==> src/rtl/uart_rx_if.sv <==
// rtl/uart_rx_if.sv - serial input and received-byte output bundle for uart_rx
interface uart_rx_if;
   logic       rx_clk_en;
   logic       uart_rx;
   logic [7:0] rx_data;
   logic       rx_valid;
   logic       rx_frame_err;
   logic       rx_active;

   modport master (
      input  rx_clk_en,
      input  uart_rx,
      output rx_data,
      output rx_valid,
      output rx_frame_err,
      output rx_active
   );

   modport slave (
      output rx_clk_en,
      output uart_rx,
      input  rx_data,
      input  rx_valid,
      input  rx_frame_err,
      input  rx_active
   );
endinterface

==> src/rtl/uart_rx.sv <==
// rtl/uart_rx.sv - 8N1 oversampling UART receiver with framing-error and break handling
module uart_rx #(
   parameter int OVERSAMPLE  = 16,
   parameter int SYNC_STAGES = 2
) (
   input logic        clk,
   input logic        rst,
   uart_rx_if.master  bus
);

   localparam int CW = $clog2(OVERSAMPLE);
   localparam logic [CW-1:0] HALF_LAST = CW'(OVERSAMPLE / 2 - 1);
   localparam logic [CW-1:0] FULL_LAST = CW'(OVERSAMPLE - 1);

   typedef enum logic [2:0] {
      IDLE       = 3'd0,
      START      = 3'd1,
      DATA       = 3'd2,
      STOP       = 3'd3,
      BREAK_WAIT = 3'd4
   } state_t;

   logic [SYNC_STAGES-1:0] sync;
   logic                   rx_s;

   state_t        state, state_n;
   logic [CW-1:0] tick_cnt, tick_n;
   logic [2:0]    bit_idx, bit_n;
   logic [7:0]    shift, shift_n;
   logic [7:0]    data_q, data_n;
   logic          valid_q, valid_n;
   logic          ferr_q, ferr_n;
   logic          active;

   // Metastability synchroniser on the raw line; idles high so reset never looks like a start bit.
   always_ff @(posedge clk or posedge rst) begin
      if (rst) begin
         sync <= '1;
      end else begin
         sync <= {sync[SYNC_STAGES-2:0], bus.uart_rx};
      end
   end

   assign rx_s = sync[SYNC_STAGES-1];

   // State, counters and output registers; pulses fall back to 0 on any clk since next-value defaults are 0.
   always_ff @(posedge clk or posedge rst) begin
      if (rst) begin
         state    <= IDLE;
         tick_cnt <= '0;
         bit_idx  <= '0;
         shift    <= '0;
         data_q   <= '0;
         valid_q  <= 1'b0;
         ferr_q   <= 1'b0;
      end else begin
         state    <= state_n;
         tick_cnt <= tick_n;
         bit_idx  <= bit_n;
         shift    <= shift_n;
         data_q   <= data_n;
         valid_q  <= valid_n;
         ferr_q   <= ferr_n;
      end
   end

   // Next-state and datapath decisions, taken only on oversampling ticks.
   always_comb begin
      state_n = state;
      tick_n  = tick_cnt;
      bit_n   = bit_idx;
      shift_n = shift;
      data_n  = data_q;
      valid_n = 1'b0;
      ferr_n  = 1'b0;
      active  = 1'b0;
      case (state)
         IDLE: begin
            if (bus.rx_clk_en && !rx_s) begin
               state_n = START;
               tick_n  = '0;
            end
         end
         START: begin
            active = 1'b1;
            if (bus.rx_clk_en) begin
               if (tick_cnt == HALF_LAST) begin
                  tick_n = '0;
                  if (!rx_s) begin
                     state_n = DATA;
                     bit_n   = '0;
                  end else begin
                     state_n = IDLE;
                  end
               end else begin
                  tick_n = tick_cnt + 1'b1;
               end
            end
         end
         DATA: begin
            active = 1'b1;
            if (bus.rx_clk_en) begin
               if (tick_cnt == FULL_LAST) begin
                  shift_n[bit_idx] = rx_s;
                  tick_n           = '0;
                  if (bit_idx == 3'd7) begin
                     state_n = STOP;
                  end else begin
                     bit_n = bit_idx + 3'd1;
                  end
               end else begin
                  tick_n = tick_cnt + 1'b1;
               end
            end
         end
         STOP: begin
            active = 1'b1;
            if (bus.rx_clk_en) begin
               if (tick_cnt == FULL_LAST) begin
                  data_n = shift;
                  tick_n = '0;
                  if (rx_s) begin
                     valid_n = 1'b1;
                     state_n = IDLE;
                  end else begin
                     ferr_n  = 1'b1;
                     state_n = BREAK_WAIT;
                  end
               end else begin
                  tick_n = tick_cnt + 1'b1;
               end
            end
         end
         BREAK_WAIT: begin
            if (bus.rx_clk_en && rx_s) begin
               state_n = IDLE;
            end
         end
         default: begin
            state_n = IDLE;
            tick_n  = '0;
            bit_n   = '0;
         end
      endcase
   end

   // Drive the output bundle from the registered results and the current state.
   always_comb begin
      bus.rx_data      = data_q;
      bus.rx_valid     = valid_q;
      bus.rx_frame_err = ferr_q;
      bus.rx_active    = active;
   end

endmodule

==> src/flat_wrapper.sv <==
// flat-port wrapper written by rule: the top's interface ports become plain ports
module uart_rx_flat 
#(
   parameter int OVERSAMPLE  = 16,
   parameter int SYNC_STAGES = 2
)
  (clk, rst, bus_rx_clk_en, bus_uart_rx, bus_rx_data, bus_rx_valid, bus_rx_frame_err, bus_rx_active);
  uart_rx_if bus_i ();
  input logic clk;
  input logic rst;
  input wire logic [$bits(bus_i.rx_clk_en)-1:0] bus_rx_clk_en;
  input wire logic [$bits(bus_i.uart_rx)-1:0] bus_uart_rx;
  output wire logic [$bits(bus_i.rx_data)-1:0] bus_rx_data;
  output wire logic [$bits(bus_i.rx_valid)-1:0] bus_rx_valid;
  output wire logic [$bits(bus_i.rx_frame_err)-1:0] bus_rx_frame_err;
  output wire logic [$bits(bus_i.rx_active)-1:0] bus_rx_active;
  assign bus_i.rx_clk_en = bus_rx_clk_en;
  assign bus_i.uart_rx = bus_uart_rx;
  assign bus_rx_data = bus_i.rx_data;
  assign bus_rx_valid = bus_i.rx_valid;
  assign bus_rx_frame_err = bus_i.rx_frame_err;
  assign bus_rx_active = bus_i.rx_active;
  uart_rx #(.OVERSAMPLE(OVERSAMPLE), .SYNC_STAGES(SYNC_STAGES)) u_core (.clk(clk), .rst(rst), .bus(bus_i));
endmodule
==> config.mk <==
export PLATFORM = sky130hd
export DESIGN_NAME = uart_rx_flat
export DESIGN_NICKNAME = d
export VERILOG_FILES = /design/src/rtl/uart_rx_if.sv /design/src/rtl/uart_rx.sv /design/src/flat_wrapper.sv
export SDC_FILE = /design/constraint.sdc
export NUM_CORES = 1
export LEC_CHECK = 0
export CAP_MARGIN = 20
export CORE_ASPECT_RATIO = 0.9
export CORE_MARGIN = 2
export CORE_UTILIZATION = 50
export DETAILED_ROUTE_END_ITERATION = 8
export GPL_ROUTABILITY_DRIVEN = 1
export PLACE_DENSITY = 0.8
export SYNTH_ARGS = -nofsm -noshare
export SYNTH_HDL_FRONTEND = slang
export SYNTH_SLANG_ARGS = --single-unit
==> constraint.sdc <==
create_clock -name clk -period 2.4 [get_ports clk]
set_input_delay 0.36 -clock clk [delete_from_list [all_inputs] [get_ports clk]]
set_output_delay 0.36 -clock clk [all_outputs]
set_load 0.01 [all_outputs]
# After elaboration in Yosys (flattened, before gate mapping)
# Cells that the tools add are included.
word_totals:
  register_bits: 30
  latchBits: 0
  ram_bits: 0
  mem_bits_ro: 0
  memories: 0
op_classes:
  add_sub_neg: 2
  n_mul: 0
  div: 0
  n_lt_le_gt_ge: 2
  n_eq_ne: 19
  shifts: 0
  muxes: 37
  bitwise: 2
  n_reduce_logical: 13
ops:
  columns: ["operator", "count"]
  rows:
  - ["two-way mux 3 bit", 16]
  - ["two-way mux 4 bit", 5]
  - ["one-hot mux 4 bit (4 select lines)", 1]
  - ["one-hot mux 3 bit (5 select lines)", 1]
  - ["inequality test 2 x 1 -> 1 bit (second input constant)", 7]
  - ["two-way mux 1 bit", 10]
  - ["inequality test 2 bit (second input constant)", 5]
  - ["one-hot mux 3 bit (3 select lines)", 1]
  - ["AND reduction 9 bit", 1]
  - ["bitwise mux 8 bit", 1]
  - ["AND reduction 7 bit", 1]
  - ["== test 3 x 2 -> 1 bit (second input constant)", 2]
  - ["== test 3 bit (second input constant)", 2]
  - ["AND reduction 3 bit", 2]
  - ["OR reduction 3 bit", 2]
  - ["adder 4 x 1 -> 4 bit (second input constant)", 1]
  - ["== test 4 x 3 -> 1 bit (second input constant)", 1]
  - ["== test 4 bit (second input constant)", 1]
  - ["< comparator 3 x 4 -> 1 bit (second input constant)", 1]
  - ["AND reduction 4 bit", 1]
  - ["adder 3 x 1 -> 3 bit (second input constant)", 1]
  - ["demux 1 bit (select 3 bit)", 1]
  - ["== test 3 x 1 -> 1 bit (second input constant)", 1]
  - ["greater-or-equal comparator 3 x 1 -> 1 bit (second input constant)", 1]
  - ["6 further kinds", 9]

# Logic depth before layout (Yosys ltp)
# Gate-level depths: netlist of run 1.
depth:
  word_depth: 5
  ltp_mapped: 6

# Least setup slack after synthesis of run 1
# No wires, ideal clock.
synth_path:
  kind: "reg2reg"
  start: "reg u_core.tick_cnt[1]"
  end: "reg u_core.bit_idx[0]"
  setup_time_ns: 0.125
  arrival_ns: 1.611
  t_required_ns: 2.275
  path_slack_ns: 0.664
  path_stages_with_launch: 6
  n_path_buf: 0
  synth_period_minus_slack_ns: 1.736
  path_cell_list: "dfrtp_1 -> ha_1 -> nand3_2 -> or4_1 -> a21o_1 -> mux2_4"
synth_via:
  elab_chain_cells: 3
  word_cells_on_any_way: 5
  cone_classes: "eq/ne: 4; reduce/logical: 1"
synth_lines:
  columns: ["item", "line_no", "source"]
  rows:
  - ["start, declared", "uart_rx.sv:27", "logic [CW-1:0] tick_cnt, tick_n;"]
  - ["start signal, assigned", "uart_rx.sv:58", "tick_cnt <= tick_n;"]
  - ["== test 4 bit / == test 4 x 3 -> 1 bit (equally long branches)", "uart_rx.sv:103, uart_rx.sv:87", null]
  - ["inequality test 2 x 1 -> 1 bit (no source line)", null, null]
  - ["AND reduction 7 bit (no source line) *", null, null]
  - ["end signal, assigned", "uart_rx.sv:59", "bit_idx <= bit_n;"]
  - ["end, declared", "uart_rx.sv:28", "logic [2:0] bit_idx, bit_n;"]
# Mark *: on every way between the ends. The rest lies on a longest branch, timed or not.
# A chain may end at the register's enable or synchronous reset.

# Final worst setup path of run 1
layout_path:
  start: "reg u_core.state[1]"
  end: "out bus_rx_active"
layout_via:
  elab_chain_cells: 3
  word_cells_on_any_way: 5
  cone_classes: "eq/ne: 3; mux: 1; reduce/logical: 1"
layout_lines:
  columns: ["item", "line_no", "source"]
  rows:
  - ["start, declared", "uart_rx.sv:26", "state_t state, state_n;"]
  - ["start signal, assigned", "uart_rx.sv:57", "state <= state_n;"]
  - ["== test 3 x 1 -> 1 bit / == test 3 x 2 -> 1 bit (equally long branches)", "uart_rx.sv:77", "case (state)"]
  - ["OR reduction 3 bit (no source line) *", null, null]
  - ["two-way mux 1 bit *", "uart_rx.sv:77", null]
  - ["end, declared", "flat_wrapper.sv:16", "output wire logic [$bits(bus_i.rx_active)-1:0] bus_rx_active;"]
# Marked as above.

==> metrics.md, run 1 <==
| Metric | Value |
|---|---|
| Outcome | `complete, no violations` |
| Vias in the first global route | `between 1000 and 1500` |
| Avg WL per Cell | `14.4 um` |
| Maximum vdd ir drop | `between 0.4 and 0.5 mV` |
| Core area | `around 0.0028 mm2` |
| Final setup fails | `0` |
| Root Buffer Master | `clkbuf_4` |
| Dpl ws | `between 0.3 and 0.4 ns` |
| CP endpoint kind | `primary output` |
| Top cells by count, synth | `28 x dfrtp_1, 16 x mux2_2, 9 x nor2_1` |
| Post-synth top area share | `0.477` |
| Num CTS Buffers | `5` |
| Switching share of total power | `0.320` |
| Switching Power | `around 0.39 mW` |
| Proportion of layout cells with a drive suffix above 1 | `0.254` |
| DP Area | `0.00162 mm2` |
| Die height | `55.4 um` |
| # IOs | `15` |
| Power per Cell Area | `~720 mW/mm2` |
| Min-Delay Path Class | `flip-flop to flip-flop` |
| Post-synthesis cell type count | `39` |
| Setup Buffers After CTS | `0` |
| Mean post-synth cell area | `between 10 and 15 um2` |
| Post-route setup slack | `approximately 0.26 ns` |
| Most Crowded Layer GR | `met2` |
| CTS H-tree depth | `2` |
| Normalized max-slew margin | `0.637` |
| Max-cap violations | `0` |
| Max-slew violation count | `0` |
| Crit path max-delay cell type | `dfrtp_1` |
| Pin count of the biggest net entering global routing | `19` |
| Final nets | `around 150` |
| CP max FO | `13` |
| Final Hold Fails | `0` |
| Post-Synthesis Cells | `about 120` |
| Cell area after synthesis | `around 0.0015 mm2` |
| Row Count | `18` |
| Power Internal | `roughly 0.82 mW` |
| # DRC | `0` |
| Hold Buf Count CTS | `0` |
| ANT nets after route | `0` |
| Post-synth EDFFs | `0` |
| Post-layout util | `0.607` |
| FF-to-FF Start | `u_core.bit_idx[0]` |
| Vias | `about 1000` |
| Worst-path cell chain | `nor2_1 -> nor2_1 -> clkdlybuf4s50_1` |
| Critical Path Start | `u_core.state[1]` |
| Clock Sinks | `30` |
| Top-count cell post-synth | `dfrtp_1` |
| Clock group share of total power | `0.254` |
| Overall die width | `about 61 um` |
| Layout Cells excl Fill | `about 180` |
| Fill count | `~230` |
| GR Overflow Total | `0` |
| Global-route wire length before repair | `approximately 4900 um` |
| Diodes inserted | `0` |
| Total power | `1.21 mW` |
| 1st-iter DRT viols | `94` |
| Least-Margin Pin Slew | `between 0.5 and 0.6 ns` |
| GP Congestion | `0.848` |
| Post-Route WL | `between 2000 and 3000 um` |
| Clock-pin slew on the worst setup and hold paths | `0.09 ns` |
| Synthesized flop and latch total | `30` |
| Worst Hold Launch | `u_core.sync[0]` |
| Critical Path Source Type | `flip-flop` |
| Pleak | `0.781 nW` |
| Crit path max-delay family | `flip-flops` |
| CP max stage delay | `just under 0.6 ns` |
| Met3 Use GR | `0.0703` |
| Port Buffer Count | `14` |
| CP bufs+invs | `1` |
| Aggregate global-route resource usage | `0.194` |
| # placed instances | `roughly 170` |
| Most common cell on crit path | `nor2_1` |
| WP data required | `a little over 2 ns` |
| Post-Route Setup TNS | `0 ns` |
| Vias per inst | `between 5 and 6` |
| Die area | `about 0.0034 mm2` |
| Fmax | `467 MHz` |
| Post-cts resize count | `0` |
| Register area share after synthesis | `0.513` |
| Hold WS | `between 0.3 and 0.4 ns` |
| Ys flop type | `dfrtp_1` |
| Synth warn | `0` |
| Initial antenna violation count | `0` |
| CTS Buffer Depth | `2` |
| CTS tree | `done` |
| M1 GR Usage | `0.262` |
| Dominant cells by area after synthesis | `dfrtp_1 48%, mux2_2 12%, dfstp_2 3.6%, ha_1 2.6%, nand3_1 2.4%` |
| Area leader, netlist | `dfrtp_1` |
| Seq pwr share | `0.534` |
| Crit path DAT | `1.78 ns` |
| Fin crit period | `approximately 2.1 ns` |
| HPWL Detailed | `around 1900 um` |
| Final period utilization | `0.892` |
| Type of the worst setup path | `flip-flop to primary output` |
| Clock skew | `~0.0045 ns` |
| Asr flop ratio synth | `1.00` |
| TritonRoute pass-1 iters | `4` |
| Grt met2 use | `0.274` |
| Layout area overhead | `14.5%` |
| Final Cell Area | `~0.0017 mm2` |
| Initial Utilization | `0.530` |
| Gate power share | `0.212` |
| Worst skew pair latency | `0.33 ns` |
| RSZ-0062 raised after global routing | `no` |
| Net Count, Synth | `131` |
## area by class of cell
class,instances,area [um2],area share
Inverter,5,18.8,0.0112
Tap cell,40,50.0,0.0298
Clock buffer,7,55.1,0.0328
Clock inverter,1,5.00,0.00298
Sequential cell,30,753,0.448
Multi-Input combinational cell,83,631,0.375
Timing Repair Buffer,16,168,0.0998
## power groups by stage
stage          clock network, mW  logic [mW]  registers, mW
3_3_place_gp                   0       0.248          0.646
3_5_place_dp                   0       0.255          0.652
6_report                   0.306       0.256          0.644
5_1_grt                    0.339       0.293          0.660
2_1_floorplan                  0       0.258          0.602
4_1_cts                    0.318       0.256          0.641
## final timing paths
check	slack, ns	cells past startpoint	endpoint
hold reg to reg	0.36	0	u_core.sync[1]
setup reg to reg	0.49	6	u_core.bit_idx[0]
min in group asynchronous	0.37	2	u_core.state[1]
max in group asynchronous	1.47	3	u_core.sync[1]
hold / removal	0.36	0	u_core.sync[1]
setup / recovery	0.26	3	bus_rx_active
## worst reg2reg max path, cell delays in order (launching register included)
cell	delay [ns]
dfrtp_1	0.48
ha_1	0.25
ha_1	0.22
nor3b_1	0.26
o22ai_1	0.13
a21o_1	0.21
mux2_4	0.25
## layout by cell type, fill, tap and decap left out, drive strengths merged, types with 3 or more instances in the layout
cell / instances
clkdlybuf4s50: 14
a21oi: 3
nand2: 3
nor3: 3
dfrtp: 28
nor2: 10
a22o: 3
nand3: 9
and3: 3
o21ai: 5
inv: 5
nand3b: 3
mux2: 17
ha: 3
clkbuf: 7
## sequential cells by signal, indices dropped and copies added, names as in the netlist
name,flops
u_core.bit_idx,3
u_core.bus.rx_frame_err,1
u_core.bus.rx_data,8
u_core.sync,2
u_core.shift,8
u_core.bus.rx_valid,1
u_core.state,3
u_core.tick_cnt,4
## cells by family (layout without fill, tap and decap cells)
logic type,count (synthesis),count (layout),synth area share
and+or+nand+nor,40,40,0.163
DFF,30,30,0.513
AOI/OAI and AO/OA,22,22,0.102
muxes,17,17,0.133
buffers and inverters,11,29,0.0571
adders and majority gates,3,3,0.0256
xor gates and xnor gates,1,1,0.00597
## routing by layer
layer  vias up  part of all wire
li1        485                 -
met1       517              0.45
met2        29              0.48
met3         9             0.051
met4         0             0.022
met5         -                 0
Power figures use the tool's default switching activity.
==> run 2, diff against run 1 <==
--- a/config.mk
+++ b/config.mk
@@ -10,7 +10,7 @@
 export CORE_MARGIN = 2
 export CORE_UTILIZATION = 50
 export DETAILED_ROUTE_END_ITERATION = 8
-export GPL_ROUTABILITY_DRIVEN = 1
+export GPL_ROUTABILITY_DRIVEN = 0
 export PLACE_DENSITY = 0.8
 export SYNTH_ARGS = -nofsm -noshare
 export SYNTH_HDL_FRONTEND = slang
==> results of run 2 <==
Same layout as run 1: the final DEF is identical, and so are final timing and power.
==> run 3, diff against run 2 <==
--- a/config.mk
+++ b/config.mk
@@ -5,7 +5,6 @@
 export SDC_FILE = /design/constraint.sdc
 export NUM_CORES = 1
 export LEC_CHECK = 0
-export CAP_MARGIN = 20
 export CORE_ASPECT_RATIO = 0.9
 export CORE_MARGIN = 2
 export CORE_UTILIZATION = 50
==> results of run 3 <==
Same layout as run 1: the final DEF is identical, and so are final timing and power.
